<file path="src/rtl/load_store_unit_if.sv">
// Bus bundle between the core's execute stage, the load/store unit and the
// single-port word memory. The slave modport is the unit's view. The master
// modport is the view of whatever drives requests and models the memory.
interface load_store_unit_if #(
    parameter int DATA_WIDTH = 16,
    parameter int ADDR_WIDTH = 16
);
    // request handshake from the core
    logic                  req_valid;
    logic                  req_ready;
    logic                  req_we;
    logic [ADDR_WIDTH-1:0] req_addr;
    logic [DATA_WIDTH-1:0] req_wdata;
    logic                  req_byte;
    logic                  req_hi;

    // completion pulse back to the core
    logic                  resp_valid;
    logic [DATA_WIDTH-1:0] resp_rdata;

    // memory pins
    logic [DATA_WIDTH-1:0] mem_data;
    logic [ADDR_WIDTH-1:0] mem_addr;
    logic                  mem_w;
    logic                  mem_r;
    logic [DATA_WIDTH-1:0] mem_q;

    modport slave (
        input  req_valid, req_we, req_addr, req_wdata, req_byte, req_hi, mem_q,
        output req_ready, resp_valid, resp_rdata, mem_data, mem_addr, mem_w, mem_r
    );

    modport master (
        output req_valid, req_we, req_addr, req_wdata, req_byte, req_hi, mem_q,
        input  req_ready, resp_valid, resp_rdata, mem_data, mem_addr, mem_w, mem_r
    );
endinterface

</file>
<file path="src/rtl/load_store_unit.sv">
// Load/store unit: takes one load or store at a time from the core and drives
// the single-port word memory. The memory reads on split edges: it latches the
// address at a rising edge with r=1 and drives q at the following falling edge.
// Every request ends with a one-cycle resp_valid pulse. All outputs are
// registered.
//
// Build option: define LSU_BYTE_ACCESS_EN to honour req_byte/req_hi. With the
// option, byte loads return the selected byte zero-extended, and byte stores
// run a read-modify-write. Without it, every access is a word access. The
// byte merge/extract logic assumes DATA_WIDTH == 16.
//
//  state   | meaning
//  --------+-------------------------------------------------------------
//  IDLE    | req_ready=1, waiting for a request
//  RD_ADDR | mem_r=1 with the address; the memory latches it at the end edge
//  RD_DATA | memory drives q at mid-cycle; q is sampled at the end edge
//  WR      | word store, mem_w=1; the memory writes at the end edge
//  RMW_WR  | merged byte store, mem_w=1 (byte-access build only)
//  RESP    | resp_valid=1 for one cycle
module load_store_unit #(
    parameter int DATA_WIDTH = 16,
    parameter int ADDR_WIDTH = 16
) (
    input logic               clk,
    input logic               rst_n,
    load_store_unit_if.slave  bus
);

    typedef enum logic [2:0] {
        IDLE    = 3'd0,
        RD_ADDR = 3'd1,
        RD_DATA = 3'd2,
        WR      = 3'd3,
`ifdef LSU_BYTE_ACCESS_EN
        RMW_WR  = 3'd4,
`endif
        RESP    = 3'd5
    } state_t;

    state_t                state_q,      state_d;
    logic                  ready_q,      ready_d;
    logic                  resp_valid_q, resp_valid_d;
    logic [DATA_WIDTH-1:0] resp_rdata_q, resp_rdata_d;
    logic [DATA_WIDTH-1:0] mem_data_q,   mem_data_d;
    logic [ADDR_WIDTH-1:0] mem_addr_q,   mem_addr_d;
    logic                  mem_w_q,      mem_w_d;
    logic                  mem_r_q,      mem_r_d;
    logic                  byte_req;

`ifdef LSU_BYTE_ACCESS_EN
    // These request fields are kept for the read phase of a byte access.
    logic                  we_q,    we_d;
    logic                  byte_q,  byte_d;
    logic                  hi_q,    hi_d;
    logic [7:0]            wbyte_q, wbyte_d;

    assign byte_req = bus.req_byte;
`else
    logic                  unused_byte_sel;

    assign byte_req        = 1'b0;
    assign unused_byte_sel = bus.req_byte | bus.req_hi;
`endif

    // Next-state and registered-output logic for the access sequencer.
    always_comb begin
        state_d      = state_q;
        ready_d      = 1'b0;
        resp_valid_d = 1'b0;
        resp_rdata_d = '0;
        mem_data_d   = mem_data_q;
        mem_addr_d   = mem_addr_q;
        mem_w_d      = 1'b0;
        mem_r_d      = 1'b0;
`ifdef LSU_BYTE_ACCESS_EN
        we_d         = we_q;
        byte_d       = byte_q;
        hi_d         = hi_q;
        wbyte_d      = wbyte_q;
`endif
        unique case (state_q)
            IDLE: begin
                ready_d = 1'b1;
                if (bus.req_valid && ready_q) begin
                    ready_d    = 1'b0;
                    mem_addr_d = bus.req_addr;
`ifdef LSU_BYTE_ACCESS_EN
                    we_d       = bus.req_we;
                    byte_d     = bus.req_byte;
                    hi_d       = bus.req_hi;
                    wbyte_d    = bus.req_wdata[7:0];
`endif
                    if (bus.req_we && !byte_req) begin
                        state_d    = WR;
                        mem_data_d = bus.req_wdata;
                        mem_w_d    = 1'b1;
                    end else begin
                        state_d = RD_ADDR;
                        mem_r_d = 1'b1;
                    end
                end
            end
            RD_ADDR: begin
                // mem_r was high all through this cycle; it drops now.
                state_d = RD_DATA;
            end
            RD_DATA: begin
`ifdef LSU_BYTE_ACCESS_EN
                if (we_q) begin
                    state_d    = RMW_WR;
                    mem_w_d    = 1'b1;
                    mem_data_d = hi_q ? {wbyte_q, bus.mem_q[7:0]}
                                      : {bus.mem_q[15:8], wbyte_q};
                end else begin
                    state_d      = RESP;
                    resp_valid_d = 1'b1;
                    if (!byte_q)
                        resp_rdata_d = bus.mem_q;
                    else if (hi_q)
                        resp_rdata_d = {{(DATA_WIDTH-8){1'b0}}, bus.mem_q[15:8]};
                    else
                        resp_rdata_d = {{(DATA_WIDTH-8){1'b0}}, bus.mem_q[7:0]};
                end
`else
                state_d      = RESP;
                resp_valid_d = 1'b1;
                resp_rdata_d = bus.mem_q;
`endif
            end
            WR: begin
                state_d      = RESP;
                resp_valid_d = 1'b1;
            end
`ifdef LSU_BYTE_ACCESS_EN
            RMW_WR: begin
                state_d      = RESP;
                resp_valid_d = 1'b1;
            end
`endif
            RESP: begin
                state_d = IDLE;
                ready_d = 1'b1;
            end
            default: begin
                state_d = IDLE;
                ready_d = 1'b1;
            end
        endcase
    end

    // State and output registers. Reset drops any in-flight access silently.
    always_ff @(posedge clk or negedge rst_n) begin
        if (!rst_n) begin
            state_q      <= IDLE;
            ready_q      <= 1'b1;
            resp_valid_q <= 1'b0;
            resp_rdata_q <= '0;
            mem_data_q   <= '0;
            mem_addr_q   <= '0;
            mem_w_q      <= 1'b0;
            mem_r_q      <= 1'b0;
        end else begin
            state_q      <= state_d;
            ready_q      <= ready_d;
            resp_valid_q <= resp_valid_d;
            resp_rdata_q <= resp_rdata_d;
            mem_data_q   <= mem_data_d;
            mem_addr_q   <= mem_addr_d;
            mem_w_q      <= mem_w_d;
            mem_r_q      <= mem_r_d;
        end
    end

`ifdef LSU_BYTE_ACCESS_EN
    // Request fields kept for the byte read-modify-write path.
    always_ff @(posedge clk or negedge rst_n) begin
        if (!rst_n) begin
            we_q    <= 1'b0;
            byte_q  <= 1'b0;
            hi_q    <= 1'b0;
            wbyte_q <= '0;
        end else begin
            we_q    <= we_d;
            byte_q  <= byte_d;
            hi_q    <= hi_d;
            wbyte_q <= wbyte_d;
        end
    end
`endif

    assign bus.req_ready  = ready_q;
    assign bus.resp_valid = resp_valid_q;
    assign bus.resp_rdata = resp_rdata_q;
    assign bus.mem_data   = mem_data_q;
    assign bus.mem_addr   = mem_addr_q;
    assign bus.mem_w      = mem_w_q;
    assign bus.mem_r      = mem_r_q;

endmodule

</file>
<file path="src/flat_wrapper.sv">
// flat-port wrapper written by rule: the top's interface ports become plain ports
module load_store_unit_flat 
#(
    parameter int DATA_WIDTH = 16,
    parameter int ADDR_WIDTH = 16
)
  (clk, rst_n, bus_req_valid, bus_req_we, bus_req_addr, bus_req_wdata, bus_req_byte, bus_req_hi, bus_mem_q, bus_req_ready, bus_resp_valid, bus_resp_rdata, bus_mem_data, bus_mem_addr, bus_mem_w, bus_mem_r);
  load_store_unit_if #(.DATA_WIDTH(DATA_WIDTH), .ADDR_WIDTH(ADDR_WIDTH)) bus_i ();
  input logic clk;
  input logic rst_n;
  input wire logic [$bits(bus_i.req_valid)-1:0] bus_req_valid;
  input wire logic [$bits(bus_i.req_we)-1:0] bus_req_we;
  input wire logic [$bits(bus_i.req_addr)-1:0] bus_req_addr;
  input wire logic [$bits(bus_i.req_wdata)-1:0] bus_req_wdata;
  input wire logic [$bits(bus_i.req_byte)-1:0] bus_req_byte;
  input wire logic [$bits(bus_i.req_hi)-1:0] bus_req_hi;
  input wire logic [$bits(bus_i.mem_q)-1:0] bus_mem_q;
  output wire logic [$bits(bus_i.req_ready)-1:0] bus_req_ready;
  output wire logic [$bits(bus_i.resp_valid)-1:0] bus_resp_valid;
  output wire logic [$bits(bus_i.resp_rdata)-1:0] bus_resp_rdata;
  output wire logic [$bits(bus_i.mem_data)-1:0] bus_mem_data;
  output wire logic [$bits(bus_i.mem_addr)-1:0] bus_mem_addr;
  output wire logic [$bits(bus_i.mem_w)-1:0] bus_mem_w;
  output wire logic [$bits(bus_i.mem_r)-1:0] bus_mem_r;
  assign bus_i.req_valid = bus_req_valid;
  assign bus_i.req_we = bus_req_we;
  assign bus_i.req_addr = bus_req_addr;
  assign bus_i.req_wdata = bus_req_wdata;
  assign bus_i.req_byte = bus_req_byte;
  assign bus_i.req_hi = bus_req_hi;
  assign bus_i.mem_q = bus_mem_q;
  assign bus_req_ready = bus_i.req_ready;
  assign bus_resp_valid = bus_i.resp_valid;
  assign bus_resp_rdata = bus_i.resp_rdata;
  assign bus_mem_data = bus_i.mem_data;
  assign bus_mem_addr = bus_i.mem_addr;
  assign bus_mem_w = bus_i.mem_w;
  assign bus_mem_r = bus_i.mem_r;
  load_store_unit #(.DATA_WIDTH(DATA_WIDTH), .ADDR_WIDTH(ADDR_WIDTH)) u_core (.clk(clk), .rst_n(rst_n), .bus(bus_i));
endmodule
</file>
<file path="config.mk">
export PLATFORM = sky130hd
export DESIGN_NAME = load_store_unit_flat
export DESIGN_NICKNAME = d
export VERILOG_FILES = /design/src/rtl/load_store_unit_if.sv /design/src/rtl/load_store_unit.sv /design/src/flat_wrapper.sv
export SDC_FILE = /design/constraint.sdc
export NUM_CORES = 1
export LEC_CHECK = 0
export ABC_CLOCK_PERIOD_IN_PS = 1700
export CORE_UTILIZATION = 36
export CTS_BUF_LIST = sky130_fd_sc_hd__clkbuf_2
export CTS_CLUSTER_DIAMETER = 150
export DETAILED_ROUTE_END_ITERATION = 6
export PLACE_DENSITY = 0.81
export RECOVER_POWER = 50
export SLEW_MARGIN = 20
export SYNTH_ARGS = -nofsm -noshare
export SYNTH_HDL_FRONTEND = slang
export SYNTH_SLANG_ARGS = --single-unit
</file>
<file path="constraint.sdc">
create_clock -name clk -period 1.7 [get_ports clk]
set_input_delay 0.17 -clock clk [delete_from_list [all_inputs] [get_ports clk]]
set_output_delay 0.17 -clock clk [all_outputs]
set_load 0.05 [all_outputs]
</file>
* Word level (Yosys, flattened, before mapping)
Cells that the tools add are included.
W data, S select, Z words.
** Word-level totals
- Output and inout port bits :: 52
- Input bits :: 54
- Bits in registers :: 55
** Operators by class
- Multiplexer cells :: 13
- Reduce and logical (&&, ||, !) cells :: 6
- Equality and inequality tests :: 4
** Operators by type and width (count)
- $mux W16 :: 1
- $pmux W3 S3 :: 1
- $mux W1 :: 8
- $eq A3 B2 Y1 const B :: 2
- $eq A3 B1 Y1 const B :: 1
- $logic_not A3 Y1 :: 1
- $mux W3 :: 1
- $reduce_and A3 Y1 :: 1
- $reduce_or A3 Y1 :: 1
- $mux W2 :: 1
- $ne A2 B1 Y1 const B :: 1
- $pmux W1 S2 :: 1
- $reduce_and A2 Y1 :: 1
- $reduce_or A2 Y1 :: 1
- $logic_and A1 B1 Y1 :: 1

* Longest topological paths before layout
Gate-level depths: netlist of the first run.
- Depth in word-level cells :: 3
- Depth in mapped cells :: 5
- Mapped depth without buffers :: 3

* Worst setup path after synthesis of the first run
No wires, ideal clock.
- Kind :: register to register
- From :: register u_core.ready_q, in the netlist u_core.bus.req_ready
- To :: register u_core.mem_addr_q[0], in the netlist u_core.bus.mem_addr[0]
- Path buffers :: 1
- Arrival time :: 1.757 ns
- Data required time :: 1.575 ns
- Cell stages (with the launch flop) :: 5
- Setup slack :: -0.182 ns
- Cells stage by stage :: dfstp_2 -> nand2_1 -> nor4_4 -> buf_6 -> mux2_2
** Between the ends
- Longest elaborated chain between the ends :: 2
** RTL lines
- start: declaration :: line load_store_unit.sv:41 : logic ready_q, ready_d;
- start signal: assignment :: line load_store_unit.sv:164 : ready_q <= ready_d;
- $logic_and A1 B1 Y1 :: line load_store_unit.sv:84 : if (bus.req_valid && ready_q) begin
- $reduce_and A2 Y1 (no line)
- end signal: assignment :: line load_store_unit.sv:168 : mem_addr_q <= mem_addr_d;
- end: declaration :: line load_store_unit.sv:45 : logic [ADDR_WIDTH-1:0] mem_addr_q, mem_addr_d;
No other way between the ends.
A chain may end at the register's enable or synchronous reset.

* Worst setup path after layout of the first run
- From :: register u_core.ready_q, in the netlist u_core.bus.req_ready
- To :: register u_core.mem_data_q[10], in the netlist u_core.bus.mem_data[10]
** Between the ends
- Longest elaborated chain between the ends :: 2
** RTL lines
- $logic_and A1 B1 Y1 :: line load_store_unit.sv:84
- $reduce_and A3 Y1 (no line)
- end signal: assignment :: line load_store_unit.sv:167 : mem_data_q <= mem_data_d;
- end: declaration :: line load_store_unit.sv:44 : logic [DATA_WIDTH-1:0] mem_data_q, mem_data_d;
No other way between the ends.

==> impl_metrics.json, run 1 <==
{
  "cp.arrival_ps": 1960,
  "path_max_fanout": 17,
  "synthCells": 119,
  "area_growth_pct": 57.66,
  "clkLatencyLatePin_ps": 420,
  "end_kind": "register",
  "yosys.area.top_type": "dfrtp_1",
  "ios": 106,
  "worst_pin_slew_ps": 728.2,
  "rsz0062_at_grt": "false",
  "final-instance-count-excl-fill": 301,
  "hold_ws_ps": 258.7,
  "ctsHtreeMaxLevel": 2,
  "ys_ff_latch": 55,
  "nets": 284,
  "syn_nets": 173,
  "vias": 1340,
  "pre_cts_slack_ps": -3.001,
  "ant_nets": 0,
  "syn_area_mm2": 0.001968,
  "grt_max_degree": 27,
  "antenna_found_initial": 0,
  "cts.path.max_buffers": 2,
  "gr-usage-all-layers_pct": 15.88,
  "nFillCells": 443,
  "multi_input_area_um2": 585.6,
  "finalCritPeriodShare_pct": 95.49,
  "synthXorXnorAreaFrac_pct": 0,
  "ir_drop_uv": 990.6,
  "hold_path.class": "primary input to register",
  "synthAdderAreaFrac_pct": 0,
  "layout_min_cycle_time_ps": 1623,
  "initial_core_util_pct": 38.05,
  "dr_wl_met3_um": 294,
  "num_rows": 26,
  "synth.top_cells.by_area": "dfrtp_1, mux2_2, and2_1, buf_6, dfstp_2",
  "worstSetupPathType": "register to register",
  "clockRootBuffer": "clkbuf_2",
  "synth.distinct_cells": 16,
  "setup_viol": 0,
  "required_ps": 2030,
  "drtIter0Drc": 22,
  "firstDrtPassIters": 4,
  "grt_pass1_vias": 1422,
  "clock.fmax_mhz": 616.0,
  "die_h_um": 75.94,
  "grt_pass1_wl_um": 7107,
  "start_kind": "register",
  "worst_slack_ps": 76.68,
  "wl_met1_um": 1779,
  "met2RoutedLength_um": 2051,
  "synth_top_cell_area_share_pct": 68.66,
  "io_buffer_count": 103,
  "gr-total-overflow": 0,
  "yosys_warnings": 0,
  "finalSetupTns_ps": 0,
  "post_drt_wl_per_cell_um": 13.89,
  "core_mm2": 0.005172,
  "synth-simple-area-share_pct": 9.091,
  "cts_sinks": 55,
  "clkSlewWorstSetupHoldPaths_ps": 250,
  "maxSlewHeadroom_pct": 51.45,
  "synth.area.mux_share_pct": 18.31,
  "cts_tree": "built",
  "synth_compound_area_share_pct": 0.6993,
  "regArea_mm2": 0.001378,
  "drv_cap": 0,
  "power_density_mw_per_mm2": 1910,
  "fin_skew_ps": 13.41,
  "dieArea_mm2": 0.005767,
  "avgSynthCellArea_um2": 16.54,
  "numCtsBuffers": 5,
  "finalHoldViolCount": 0,
  "dp_cells": 292,
  "status": "finished clean",
  "top_layer_used": "met4",
  "vias_per_cell": 4.452,
  "power.leakage_uw": 0.001514,
  "synth-seq-area-share_pct": 69.99,
  "drive_gt1_share_pct": 21.21,
  "gp_congestion": 0.6869,
  "die_w_um": 75.94,
  "n_antenna_cell": 0,
  "slew_viol_final": 0,
  "drcViolationCount": 0,
  "synth_top_family_by_area": "multiplexers",
  "dp_hpwl_um": 3172,
  "routed_wirelength_um": 4180
}
-- Yosys cell counts --
library cell and n:
dfrtp_1 54, mux2_2 32, and2_1 16, buf_6 3
nor2b_1 3, a21o_1 1, a31oi_1 1, and2b_1 1
and4bb_1 1, clkbuf_1 1, dfstp_2 1, nand2_1 1
nor2_1 1, nor3_1 1, nor4_4 1, or2_2 1
-- layer usage --
metal | vias up | track usage [%]
li1 | 624 | -
met1 | 648 | 20.13
met2 | 62 | 25.82
met3 | 6 | 5.301
met4 | 0 | 4.808
met5 | - | 0
-- cell usage in the layout (no fill, tap or decap), drive strengths merged --
master,instances
buf,2
mux2,32
clkdlybuf4s50,50
a21o,1
clkbuf,10
dlygate4sd2,50
or2,1
and2b,1
and2,16
and4bb,1
nor2,1
a31oi,1
clkinv,3
dfstp,1
nor4,1
dlygate4sd3,1
nor2b,3
nand2,1
nor3,1
dfrtp,54
-- stage by stage --
stage | util [%] | power (µW) | instance area (µm²)
finish | 59.99 | 5928 | 3103
global route | 59.99 | 6232 | 3103
CTS | 60.45 | 6029 | 3127
detailed placement | 60.69 | 5884 | 3139
global placement | 60.69 | 5820 | 3139
floorplan | - | 4588 | 2004
-- final timing paths --
path                            depth (start not counted)                             endpoint                                 from  slack [ps]
worst max-delay path                                    4  u_core.bus.mem_data[10]$_DFFE_PN0P_       u_core.bus.req_ready$_DFF_PN1_          80
worst min-delay path                                    2   u_core.bus.resp_rdata[1]$_DFF_PN0_                         bus_mem_q[1]         260
worst max register to register                          4  u_core.bus.mem_data[10]$_DFFE_PN0P_       u_core.bus.req_ready$_DFF_PN1_          80
worst min register to register                          1  u_core.bus.mem_addr[13]$_DFFE_PN0P_  u_core.bus.mem_addr[13]$_DFFE_PN0P_         540
max in group asynchronous                               3   u_core.bus.mem_data[8]$_DFFE_PN0P_                                rst_n         360
min in group asynchronous                               2   u_core.bus.mem_data[5]$_DFFE_PN0P_                                rst_n         270
-- flip-flops by register name, indices dropped and copies added, names as in the netlist --
signal                 cells
u_core.bus.mem_addr       16
u_core.bus.req_ready       1
u_core.bus.mem_w           1
u_core.bus.resp_rdata     16
u_core.bus.mem_r           1
u_core.state_q             3
u_core.bus.resp_valid      1
u_core.bus.mem_data       16
-- critical path, cell delays in order (launching register included) --
cell and delay (ps):
dfstp_1 620, nand2_2 90, and4bb_1 300, buf_12 180
mux2_2 340
-- final cells by class --
class | instances | area share (%)
clock buffer | 5 | 0.8065
tap | 70 | 2.823
multi-input combinational | 60 | 18.87
sequential | 55 | 44.40
timing repair buffer | 108 | 32.62
clock inverter | 3 | 0.4839
-- what timing repair did --
item | CTS | global route
hold buffers | 1 | 0
gates resized for setup | 50 | 0
setup endpoints to repair | 50 | 0
hold endpoints to repair | 55 | 0
buffers inserted | 0 | 0
-- report_power, final --
group          total [µW]  switching [µW]  internal [µW]
clock network         483             388           95.0
logic                3370            2260           1110
registers            2080             258           1820
total                5930            2910           3020
-- cells by family after synthesis --
logic type / count (synthesis)
muxes: 32
DFF: 55
buffers and inverters: 4
AOI/OAI and AO/OA: 2
and+or+nand+nor: 26
Note: power is estimated with default switching activity, not from simulation.
==> run 2, diff against run 1 <==
--- a/config.mk
+++ b/config.mk
@@ -6,12 +6,14 @@
 export NUM_CORES = 1
 export LEC_CHECK = 0
 export ABC_CLOCK_PERIOD_IN_PS = 1700
+export CORE_ASPECT_RATIO = 0.8
 export CORE_UTILIZATION = 36
 export CTS_BUF_LIST = sky130_fd_sc_hd__clkbuf_2
 export CTS_CLUSTER_DIAMETER = 150
 export DETAILED_ROUTE_END_ITERATION = 6
 export PLACE_DENSITY = 0.81
 export RECOVER_POWER = 50
+export REMOVE_ABC_BUFFERS = 1
 export SLEW_MARGIN = 20
 export SYNTH_ARGS = -nofsm -noshare
 export SYNTH_HDL_FRONTEND = slang
==> impl_metrics.json, run 2 (synthesis gave the netlist of run 1 again) <==
{
  "status": "finished clean",
  "fin_skew_ps": 27.37,
  "firstDrtPassIters": 6,
  "cp.arrival_ps": 2000,
  "gp_congestion": 0.6609,
  "path_max_fanout": 9,
  "vias_per_cell": 4.580,
  "finalCritPeriodShare_pct": 98.34,
  "hp-start": "bus_mem_q[0]",
  "nFillCells": 433,
  "gr-total-overflow": 0,
  "finalHoldViolCount": 0,
  "finalSetupTns_ps": 0,
  "post_drt_wl_per_cell_um": 14.20,
  "clock.fmax_mhz": 598.1,
  "routed_wirelength_um": 4161,
  "drive_gt1_share_pct": 22.08,
  "nets": 284,
  "hold_path.class": "primary input to register",
  "power_density_mw_per_mm2": 1909,
  "postCtsSetupBuffers": 0,
  "grt_pass1_wl_um": 6451,
  "die_w_um": 84.67,
  "ir_drop_uv": 1085,
  "dp_hpwl_um": 3046,
  "antenna_found_initial": 0,
  "cts_tree": "built",
  "crit_start": "u_core.bus.req_ready$_DFF_PN1_",
  "vias": 1342,
  "clockRootBuffer": "clkbuf_2",
  "cts_sinks": 55,
  "cts.path.max_buffers": 2,
  "core_mm2": 0.005122,
  "end_kind": "register",
  "hold_ws_ps": 243.8,
  "regArea_mm2": 0.001378,
  "n_antenna_cell": 0,
  "stdcell_area_mm2": 0.003118,
  "final_cell_mix": "dfrtp_1, clkdlybuf4s50_1, dlygate4sd2_1",
  "r2r-start": "u_core.bus.req_ready$_DFF_PN1_",
  "clkSlewWorstSetupHoldPaths_ps": 280,
  "ant_nets": 0,
  "num_rows": 23,
  "drv_cap": 0,
  "drcViolationCount": 0,
  "final-instance-count-excl-fill": 293,
  "final_common_cell": "dfrtp_1",
  "drtIter0Drc": 13,
  "dpl_cell_area_mm2": 0.003089,
  "worstSetupPathType": "register to register",
  "ios": 106,
  "gr-usage-all-layers_pct": 14.85,
  "io_buffer_count": 103,
  "grt_max_degree": 36,
  "maxSlewHeadroom_pct": 18.56,
  "area_growth_pct": 58.42,
  "numCtsBuffers": 5,
  "start_kind": "register",
  "ctsHtreeMaxLevel": 2,
  "worst_path_largest_cell_delay_ps": 640,
  "dieArea_mm2": 0.005769,
  "dp_cells": 283,
  "grt_pass1_vias": 1370,
  "slew_viol_final": 0,
  "cp_cell_sequence": "nand2_4, and4bb_4, buf_12, mux2_2",
  "die_h_um": 68.14,
  "initial_core_util_pct": 38.42,
  "multi_input_area_um2": 564.3,
  "worst_pin_slew_ps": 1222,
  "critPathSlowestCell": "dfstp_2",
  "clkLatencyLatePin_ps": 430,
  "setup_viol": 0,
  "required_ps": 2030,
  "power.leakage_uw": 0.001502,
  "layout_min_cycle_time_ps": 1672
}
## run 2: critical path: cells and delay by family (launching register included)
family,cells,cell delay [ps]
buffers and inverters,1,140
flip-flops,1,640
multiplexers,1,330
AND/OR/NAND/NOR,2,460
## run 2: cell type report
type | count | share of cell area (%)
flip-flops and latches | 55 | 44.18
repair buffers | 108 | 33.75
multi-input cells | 60 | 18.10
well taps | 62 | 2.488
clock buffers | 6 | 0.9631
clock inverters | 2 | 0.5217
## run 2: layer usage
layer | routed length (µm) | vias to the layer above | track usage (%)
li1 | - | 624 | -
met1 | 1619 | 653 | 16.61
met2 | 2033 | 60 | 24.80
met3 | 479 | 5 | 7.961
met4 | 29 | 0 | 4.873
met5 | 0 | - | 0
## run 2: final timing paths
check | cells past startpoint | slack [ps] | endpoint
worst max-delay path | 4 | 30 | u_core.bus.mem_data[2]$_DFFE_PN0P_
worst min-delay path | 2 | 240 | u_core.bus.resp_rdata[0]$_DFF_PN0_
worst max register to register | 4 | 30 | u_core.bus.mem_data[2]$_DFFE_PN0P_
worst min register to register | 1 | 540 | u_core.bus.mem_data[6]$_DFFE_PN0P_
max in group asynchronous | 3 | 390 | u_core.bus.req_ready$_DFF_PN1_
min in group asynchronous | 2 | 470 | u_core.bus.mem_addr[0]$_DFFE_PN0P_
## run 2: stage by stage
stage               util (%)  setup WS (ps)  total power (µW)
floorplan                  -         -282.5              4475
global placement       60.31         -8.024              5753
detailed placement     60.31         -31.22              5818
CTS                    60.19          44.09              6000
global route           60.87         -6.730              6276
finish                 60.87          28.17              5953
## run 2: what timing repair did
item,4_1_cts,5_1_grt
endpoints found under the hold margin,20,0
hold buffers,1,0
endpoints found under the setup margin,50,10
resized for setup,50,4
gates cloned,0,1
pin swaps,0,1
## run 2: power by group
part	leakage [µW]	internal, µW	switching [µW]
Sequential	0.000691	1820	256
Clock	0.0000296	113	399
Combinational	0.000782	1090	2270
